$ cat config.mk
export PLATFORM = sky130hd
export DESIGN_NAME = fp_operand_stager
export DESIGN_NICKNAME = d
export VERILOG_FILES = /design/src/rtl/fp_operand_stager.sv
export SDC_FILE = /design/constraint.sdc
export NUM_CORES = 1
export LEC_CHECK = 0
export BUFFER_PORTS_ARGS = -buffer_cell sky130_fd_sc_hd__buf_4
export CAP_MARGIN = 10
export CORE_MARGIN = 5
export CORE_UTILIZATION = 40
export DETAILED_ROUTE_END_ITERATION = 10
export SKIP_CTS_REPAIR_TIMING = 1
export SYNTH_ARGS = -nofsm -noshare
export SYNTH_HDL_FRONTEND = slang
export SYNTH_SLANG_ARGS = --single-unit
export TNS_END_PERCENT = 30
$ cat constraint.sdc
create_clock -name clk -period 4.7 [get_ports clk]
set_input_delay 0.705 -clock clk [delete_from_list [all_inputs] [get_ports clk]]
set_output_delay 0.705 -clock clk [all_outputs]
set_load 0.03 [all_outputs]
$ cat src/rtl/fp_operand_stager.sv
// fp_operand_stager
//   Pairs consecutive packed IEEE-754 single-precision words from a
//   valid/ready stream into operands A and B for a combinational adder.
//   Each pair is unpacked into sign/exponent/fraction fields.
//   Denormals are flushed to zero.
//   NaN/Inf/zero cases are resolved here into a bypass result.
//   The staged pair is held bit-stable until downstream accepts it.
// Ports:
//   clk, rst_n          clock, asynchronous active-low reset
//   flush               synchronous abort of partial/staged pair
//   in_valid/in_ready   input handshake, in_data packed word
//   out_valid/out_ready output handshake for the staged pair
//   sign*/exp*/frac*    unpacked operand fields (A=1, B=2)
//   special             adder result must be replaced by special_result
//   special_result      packed bypass result
//   pair_cnt            count of pairs transferred downstream (wraps)
module fp_operand_stager #(
  parameter int unsigned CNT_W = 16,
  parameter logic [31:0] QNAN  = 32'h7FC0_0000
) (
  input  logic             clk,
  input  logic             rst_n,
  input  logic             flush,
  input  logic             in_valid,
  output logic             in_ready,
  input  logic [31:0]      in_data,
  output logic             out_valid,
  input  logic             out_ready,
  output logic             sign1,
  output logic             sign2,
  output logic [7:0]       exp1,
  output logic [7:0]       exp2,
  output logic [22:0]      frac1,
  output logic [22:0]      frac2,
  output logic             special,
  output logic [31:0]      special_result,
  output logic [CNT_W-1:0] pair_cnt
);

  typedef enum logic [1:0] {WAIT_A, WAIT_B, FULL} state_t;

  state_t            state_q, state_d;
  logic [31:0]       a_q, a_d;
  logic              sign1_q, sign1_d, sign2_q, sign2_d;
  logic [7:0]        exp1_q, exp1_d, exp2_q, exp2_d;
  logic [22:0]       frac1_q, frac1_d, frac2_q, frac2_d;
  logic              special_q, special_d;
  logic [31:0]       sres_q, sres_d;
  logic [CNT_W-1:0]  cnt_q, cnt_d;

  // Classification of the pair being formed: A from a_q, B from in_data.
  logic        sa, sb;
  logic [7:0]  ea, eb;
  logic [22:0] fa, fb;
  logic        a_zero, b_zero, a_inf, b_inf, a_nan, b_nan;
  logic        cls_special;
  logic [31:0] cls_result;

  always_comb begin
    sa     = a_q[31];
    ea     = a_q[30:23];
    fa     = a_q[22:0];
    sb     = in_data[31];
    eb     = in_data[30:23];
    fb     = in_data[22:0];
    a_zero = (ea == '0);
    b_zero = (eb == '0);
    a_inf  = (ea == '1) && (fa == '0);
    b_inf  = (eb == '1) && (fb == '0);
    a_nan  = (ea == '1) && (fa != '0);
    b_nan  = (eb == '1) && (fb != '0);

    cls_special = 1'b1;
    cls_result  = '0;
    if (a_nan || b_nan || (a_inf && b_inf && (sa != sb))) begin
      cls_result = QNAN;
    end else if (a_inf) begin
      cls_result = a_q;
    end else if (b_inf) begin
      cls_result = in_data;
    end else if (a_zero && b_zero) begin
      cls_result = {sa & sb, 31'b0};
    end else if (a_zero) begin
      cls_result = in_data;
    end else if (b_zero) begin
      cls_result = a_q;
    end else begin
      cls_special = 1'b0;
    end
  end

  always_comb begin
    state_d   = state_q;
    a_d       = a_q;
    sign1_d   = sign1_q;
    sign2_d   = sign2_q;
    exp1_d    = exp1_q;
    exp2_d    = exp2_q;
    frac1_d   = frac1_q;
    frac2_d   = frac2_q;
    special_d = special_q;
    sres_d    = sres_q;
    cnt_d     = cnt_q;
    in_ready  = 1'b1;

    unique case (state_q)
      WAIT_A: begin
        if (in_valid) begin
          a_d     = in_data;
          state_d = WAIT_B;
        end
      end
      WAIT_B: begin
        if (in_valid) begin
          sign1_d   = sa;
          sign2_d   = sb;
          exp1_d    = ea;
          exp2_d    = eb;
          frac1_d   = a_zero ? '0 : fa;
          frac2_d   = b_zero ? '0 : fb;
          special_d = cls_special;
          sres_d    = cls_result;
          state_d   = FULL;
        end
      end
      FULL: begin
        in_ready = out_ready;
        if (out_ready) begin
          cnt_d = cnt_q + CNT_W'(1);
          // The transfer edge doubles as the capture edge for the next A.
          if (in_valid) begin
            a_d     = in_data;
            state_d = WAIT_B;
          end else begin
            state_d = WAIT_A;
          end
        end
      end
      default: state_d = WAIT_A;
    endcase

    // Flush overrides everything, including a transfer in the same cycle.
    if (flush) begin
      state_d = WAIT_A;
      cnt_d   = cnt_q;
    end
  end

  always_ff @(posedge clk or negedge rst_n) begin
    if (!rst_n) begin
      state_q   <= WAIT_A;
      a_q       <= '0;
      sign1_q   <= 1'b0;
      sign2_q   <= 1'b0;
      exp1_q    <= '0;
      exp2_q    <= '0;
      frac1_q   <= '0;
      frac2_q   <= '0;
      special_q <= 1'b0;
      sres_q    <= '0;
      cnt_q     <= '0;
    end else begin
      state_q   <= state_d;
      a_q       <= a_d;
      sign1_q   <= sign1_d;
      sign2_q   <= sign2_d;
      exp1_q    <= exp1_d;
      exp2_q    <= exp2_d;
      frac1_q   <= frac1_d;
      frac2_q   <= frac2_d;
      special_q <= special_d;
      sres_q    <= sres_d;
      cnt_q     <= cnt_d;
    end
  end

  assign out_valid      = (state_q == FULL);
  assign sign1          = sign1_q;
  assign sign2          = sign2_q;
  assign exp1           = exp1_q;
  assign exp2           = exp2_q;
  assign frac1          = frac1_q;
  assign frac2          = frac2_q;
  assign special        = special_q;
  assign special_result = sres_q;
  assign pair_cnt       = cnt_q;

endmodule

* After elaboration in Yosys (flattened, before gate mapping)
Index checks and enable logic that the tools add are counted.
Storage, ports and cells: flip-flop bits (word level) 147, logic and storage cells 68
Cells by class: bitwise operators 2, reductions and logical operators 21, mux-type cells 24, eq/ne operators 9, $add $sub $neg 1
Operators by type and width (count):
- $mux W32 | 8
- $pmux W32 S2 | 1
- $logic_not A23 Y1 | 2
- $mux W23 | 2
- $reduce_bool A23 Y1 | 2
- $add A16 B1 Y16 const B | 1
- $eq A8 B8 Y1 const B | 2
- $logic_not A8 Y1 | 2
- $mux W1 | 8
- $mux W2 | 4
- $logic_and A1 B1 Y1 | 7
- $ne A3 B3 Y1 const B | 2
- $pmux W2 S3 | 1
- $reduce_and A3 Y1 | 2
- $reduce_and A2 Y1 | 2
- $ne A3 B2 Y1 const B | 1
- $eq A2 B1 Y1 const B | 1
- $eq A2 B2 Y1 const B | 1
- $logic_not A2 Y1 | 1
- $logic_or A1 B1 Y1 | 2
- $ne A2 B1 Y1 const B | 1
- $reduce_bool A2 Y1 | 1
- $and A1 B1 Y1 | 1
- $ne A1 B1 Y1 | 1
- $not A1 Y1 | 1

* Depth between registers and ports, before layout
depth in word-level cells 7, mapped depth 6

* Worst setup path before layout
OpenSTA, ideal clock, no wires.
path kind input to register, start point input port in_data[27], end point register sres_q[31], in the netlist special_result[31], data arrival time 2009 ps, setup time 122 ps, stages on the path 5, data required time 4578 ps, path slack 2569 ps, path through or4_4 nor3_2 nor2_1 a2111o_1 a32o_1
On the way: word-level cells in the longest chain between the ends 7
RTL lines:
- start: declaration | RTL line 26 | input logic [31:0] in_data,
- $logic_not A8 Y1 | RTL line 67 | b_zero = (eb == '0);
- $mux W32 | RTL line 85 | end else if (b_zero) begin
- $mux W32 | RTL line 83 | end else if (a_zero) begin
- $mux W32 | RTL line 81 | end else if (a_zero && b_zero) begin
- $mux W32 | RTL line 79 | end else if (b_inf) begin
- $mux W32 | RTL line 77 | end else if (a_inf) begin
- $mux W32 * | RTL line 75 | if (a_nan || b_nan || (a_inf && b_inf && (sa != sb))) begin
- end signal: assignment | RTL line 172 | sres_q <= sres_d;
- end: declaration | RTL line 48 | logic [31:0] sres_q, sres_d;
Mark *: on every way between the ends. The rest lies on a longest branch, timed or not. A chain may end at the register's enable or synchronous reset.

* Final worst setup path
start point input port in_data[27], end point register sres_q[21], in the netlist special_result[21]
Same word-level chain as after synthesis.

==> metrics.md <==
| Metric | Value |
|---|---|
| Worst Hold Class | input pin to asynchronous set/reset pin |
| Area occupied by multi-input gates | around 0.0025 mm² |
| Vias in the first global route | just over 5000 |
| Count leader, synth | nand2_1 |
| Total global-route track usage | about a fifth |
| RSZ-0062 raised after global routing | no |
| Chip width | around 140 µm |
| Die boundary height | approximately 140 µm |
| WS Path Type | input pin to register |
| Worst vdd ir | roughly 0.00027 V |
| Die area | 0.0183 mm² |
| Worst slew pin tran | 1.08 ns |
| Worst R2R Start | a_q[27]$_DFFE_PN0P_ |
| Post-DRT Antenna Nets | 0 |
| Drt initial violations | about 330 |
| Peak Freq | about 400 MHz |
| CTS tree | yes |
| Share of the synthesized area in the top cell type | between 50% and 60% |
| DR vias | 5035 |
| DRT Pass-1 Iters | 4 |
| Fill count | around 1400 |
| Status | finished, final reports clean |
| Cell taking the most area after synthesis | dfrtp_1 |
| Inserted Clock Buffers | 17 |
| Setup crit start | in_data[27] |
| # rows | 45 |
| Clock Pin Slew Worst Setup and Hold Paths | 0.06 ns |
| Core Area | between 0.015 and 0.02 mm² |
| Capture point of the critical path | special_result[21]$_DFFE_PN0P_ |
| Mapped cell area | roughly 0.0063 mm² |
| Largest net degree at the start of global routing | roughly 90 |
| Synth top area cells | dfrtp_1 59%, nand2_1 11%, mux2_2 5.7% |
| Tmin final | roughly 2.5 ns |
| Max-slew headroom | between 20% and 30% |
| Top-Level Pins | roughly 150 |
| Synth warn | 0 |
| PwrDens | ~530 mW/mm² |
| DP Area | between 0.007 and 0.008 mm² |
| Crit path DAT | approximately 2.9 ns |
| WHS | ~0.26 ns |
| Final #Nets | between 700 and 800 |
| Root Driver | clkbuf_16 |
| Routability congestion estimate | between 0.8 and 0.9 |
| Clock Latency Late Sink | around 0.4 ns |
| Worst EP required | about 5 ns |
| Synthesized netlist net count | 651 |
| CTS Buffer Depth | 2 |
| Initial core utilization | approximately two fifths |
| PortBufs | roughly 150 |
| CTS Sinks | around 150 |
| Post-synth EDFFs | 0 |
| Yosys cell types | between 40 and 50 |
| R2R setup slack | 2.20 ns |
| RR Endpoint | special_result[21]$_DFFE_PN0P_ |
| Setup TNS | 0 ns |
| Number of max-cap violations | 0 |
| Prevailing post-synth register cell | dfrtp_1 |
| Worst Clk Skew | ~0.0066 ns |
| Fin crit share | 54.1% |
| Layout cells sized above 1 | between 30% and 40% |
| Total power draw | 4.33 mW |
| Synth-to-layout area growth | 30.2% |
| DP HPWL | 11.7 mm |
| Sequential area share after synthesis | about three fifths |
| Final Max Slew Viols | 0 |
| Mean Syn Cell Area | about 10 µm² |
| #FFs+latches synth | approximately 150 |
| Diodes inserted | 0 |
| First-pass GRT wire length | around 27 mm |
| CTS H-tree depth | 4 |
| Final Hold Fails | 0 |
| FF/Latch Area | around 0.0037 mm² |
| DRC Markers | 0 |
| Leakage | 3.88 nW |
| Worst R2R Path Depth | 5 |
| Final instance area | 0.00817 mm² |
| Worst Setup Start Kind | input pin |
| Initial antenna violation count | 0 |
| Final Core Density | 53.4% |
| Top post-synthesis cells by count | 178 x nand2_1, 147 x dfrtp_1, 36 x o21ai_0 |
| Congestion Overflow GR | 0 |
| Ys async rst share | between 90% and 100% |
| Via density | 5.16 |
| CP endpoint kind | register |
| Mapped Cells | between 600 and 700 |
| Wirelength, routed | 17.2 mm |
| Setup Viol. Count Final | 0 |
| Drt wl/cell | ~18 µm |
| CP max FO | 31 |
==> where the power goes <==
part | internal, mW | switching (mW) | total, mW | leakage, nW
clock | 0.861 | 0.485 | 1.35 | 0.286
sequential | 1.54 | 0.214 | 1.76 | 1.85
combinational | 0.447 | 0.779 | 1.23 | 1.74
==> cell type report <==
type	instances	share of cell area [%]
well taps	211	3.23
flip-flops and latches	147	45.0
clock buffers	27	6.40
clock inverters	3	0.827
inverters	5	0.230
multi-input cells	427	30.0
repair buffers	155	14.3
==> critical path: stages <==
cell     delay (ns)
buf_4          0.13
or4_4          0.57
nor2_4         0.55
and2_4         0.53
a22oi_1        0.16
o21ai_0        0.21
==> metal layers <==
metal | wire length, µm | GRT usage, % | vias to the layer above
met3 | 1160 | 5.42 | 18
met2 | 8150 | 30.1 | 167
met4 | 213 | 5.71 | 0
met1 | 7650 | 25.6 | 2457
li1 | - | - | 2393
met5 | 0 | 0 | -
==> logic make-up after synthesis <==
family / after synthesis / share of synthesized area (%)
DFF: 147 / 58.6
and+or+nand+nor: 280 / 21.0
buffers and inverters: 38 / 2.49
muxes: 32 / 5.74
xor gates and xnor gates: 16 / 2.23
AOI/OAI and AO/OA: 97 / 9.55
adders and majority gates: 2 / 0.399
==> registers in the layout (all words and copies together), names as in the netlist, 2 cells and up <==
name	cells
frac1	23
pair_cnt	16
a_q	32
state_q	2
exp1	8
frac2	23
special_result	32
exp2	8
==> stage by stage <==
step	cells	setup WS [ns]
floorplan	612	2.57
global placement	945	1.82
detailed placement	945	1.73
CTS	975	2.19
global route	975	1.95
finish	975	2.16
==> how the worst min path moves through the flow <==
stage | endpoint | slack, ns | depth (start not counted)
2_1_floorplan | a_q[0]$_DFFE_PN0P_ | 0.41 | 0
3_3_place_gp | frac1[6]$_DFFE_PN0P_ | 0.45 | 2
3_5_place_dp | frac1[20]$_DFFE_PN0P_ | 0.46 | 2
4_1_cts | frac1[9]$_DFFE_PN0P_ | 0.26 | 1
5_1_grt | frac1[8]$_DFFE_PN0P_ | 0.28 | 1
6_report | frac1[9]$_DFFE_PN0P_ | 0.26 | 1
==> placed cells by master (no fill, tap or decap), drive strengths merged, types with 2 or more instances in the layout <==
| cell type | count |
|---|---|
| or2 | 2 |
| nor4 | 12 |
| a21oi | 4 |
| mux2 | 32 |
| xor2 | 5 |
| a22oi | 23 |
| clkbuf | 27 |
| nor3 | 5 |
| bufinv | 2 |
| nand3 | 24 |
| and3 | 4 |
| nand2b | 2 |
| a31oi | 8 |
| or4 | 2 |
| dfrtp | 147 |
| nand3b | 8 |
| nand2 | 179 |
| and4bb | 2 |
| ha | 2 |
| inv | 5 |
| o21ai | 56 |
| and2 | 3 |
| buf | 155 |
| nand4 | 11 |
| xnor2 | 11 |
| nor2 | 22 |
No activity file was read; power rests on OpenSTA's default activity.
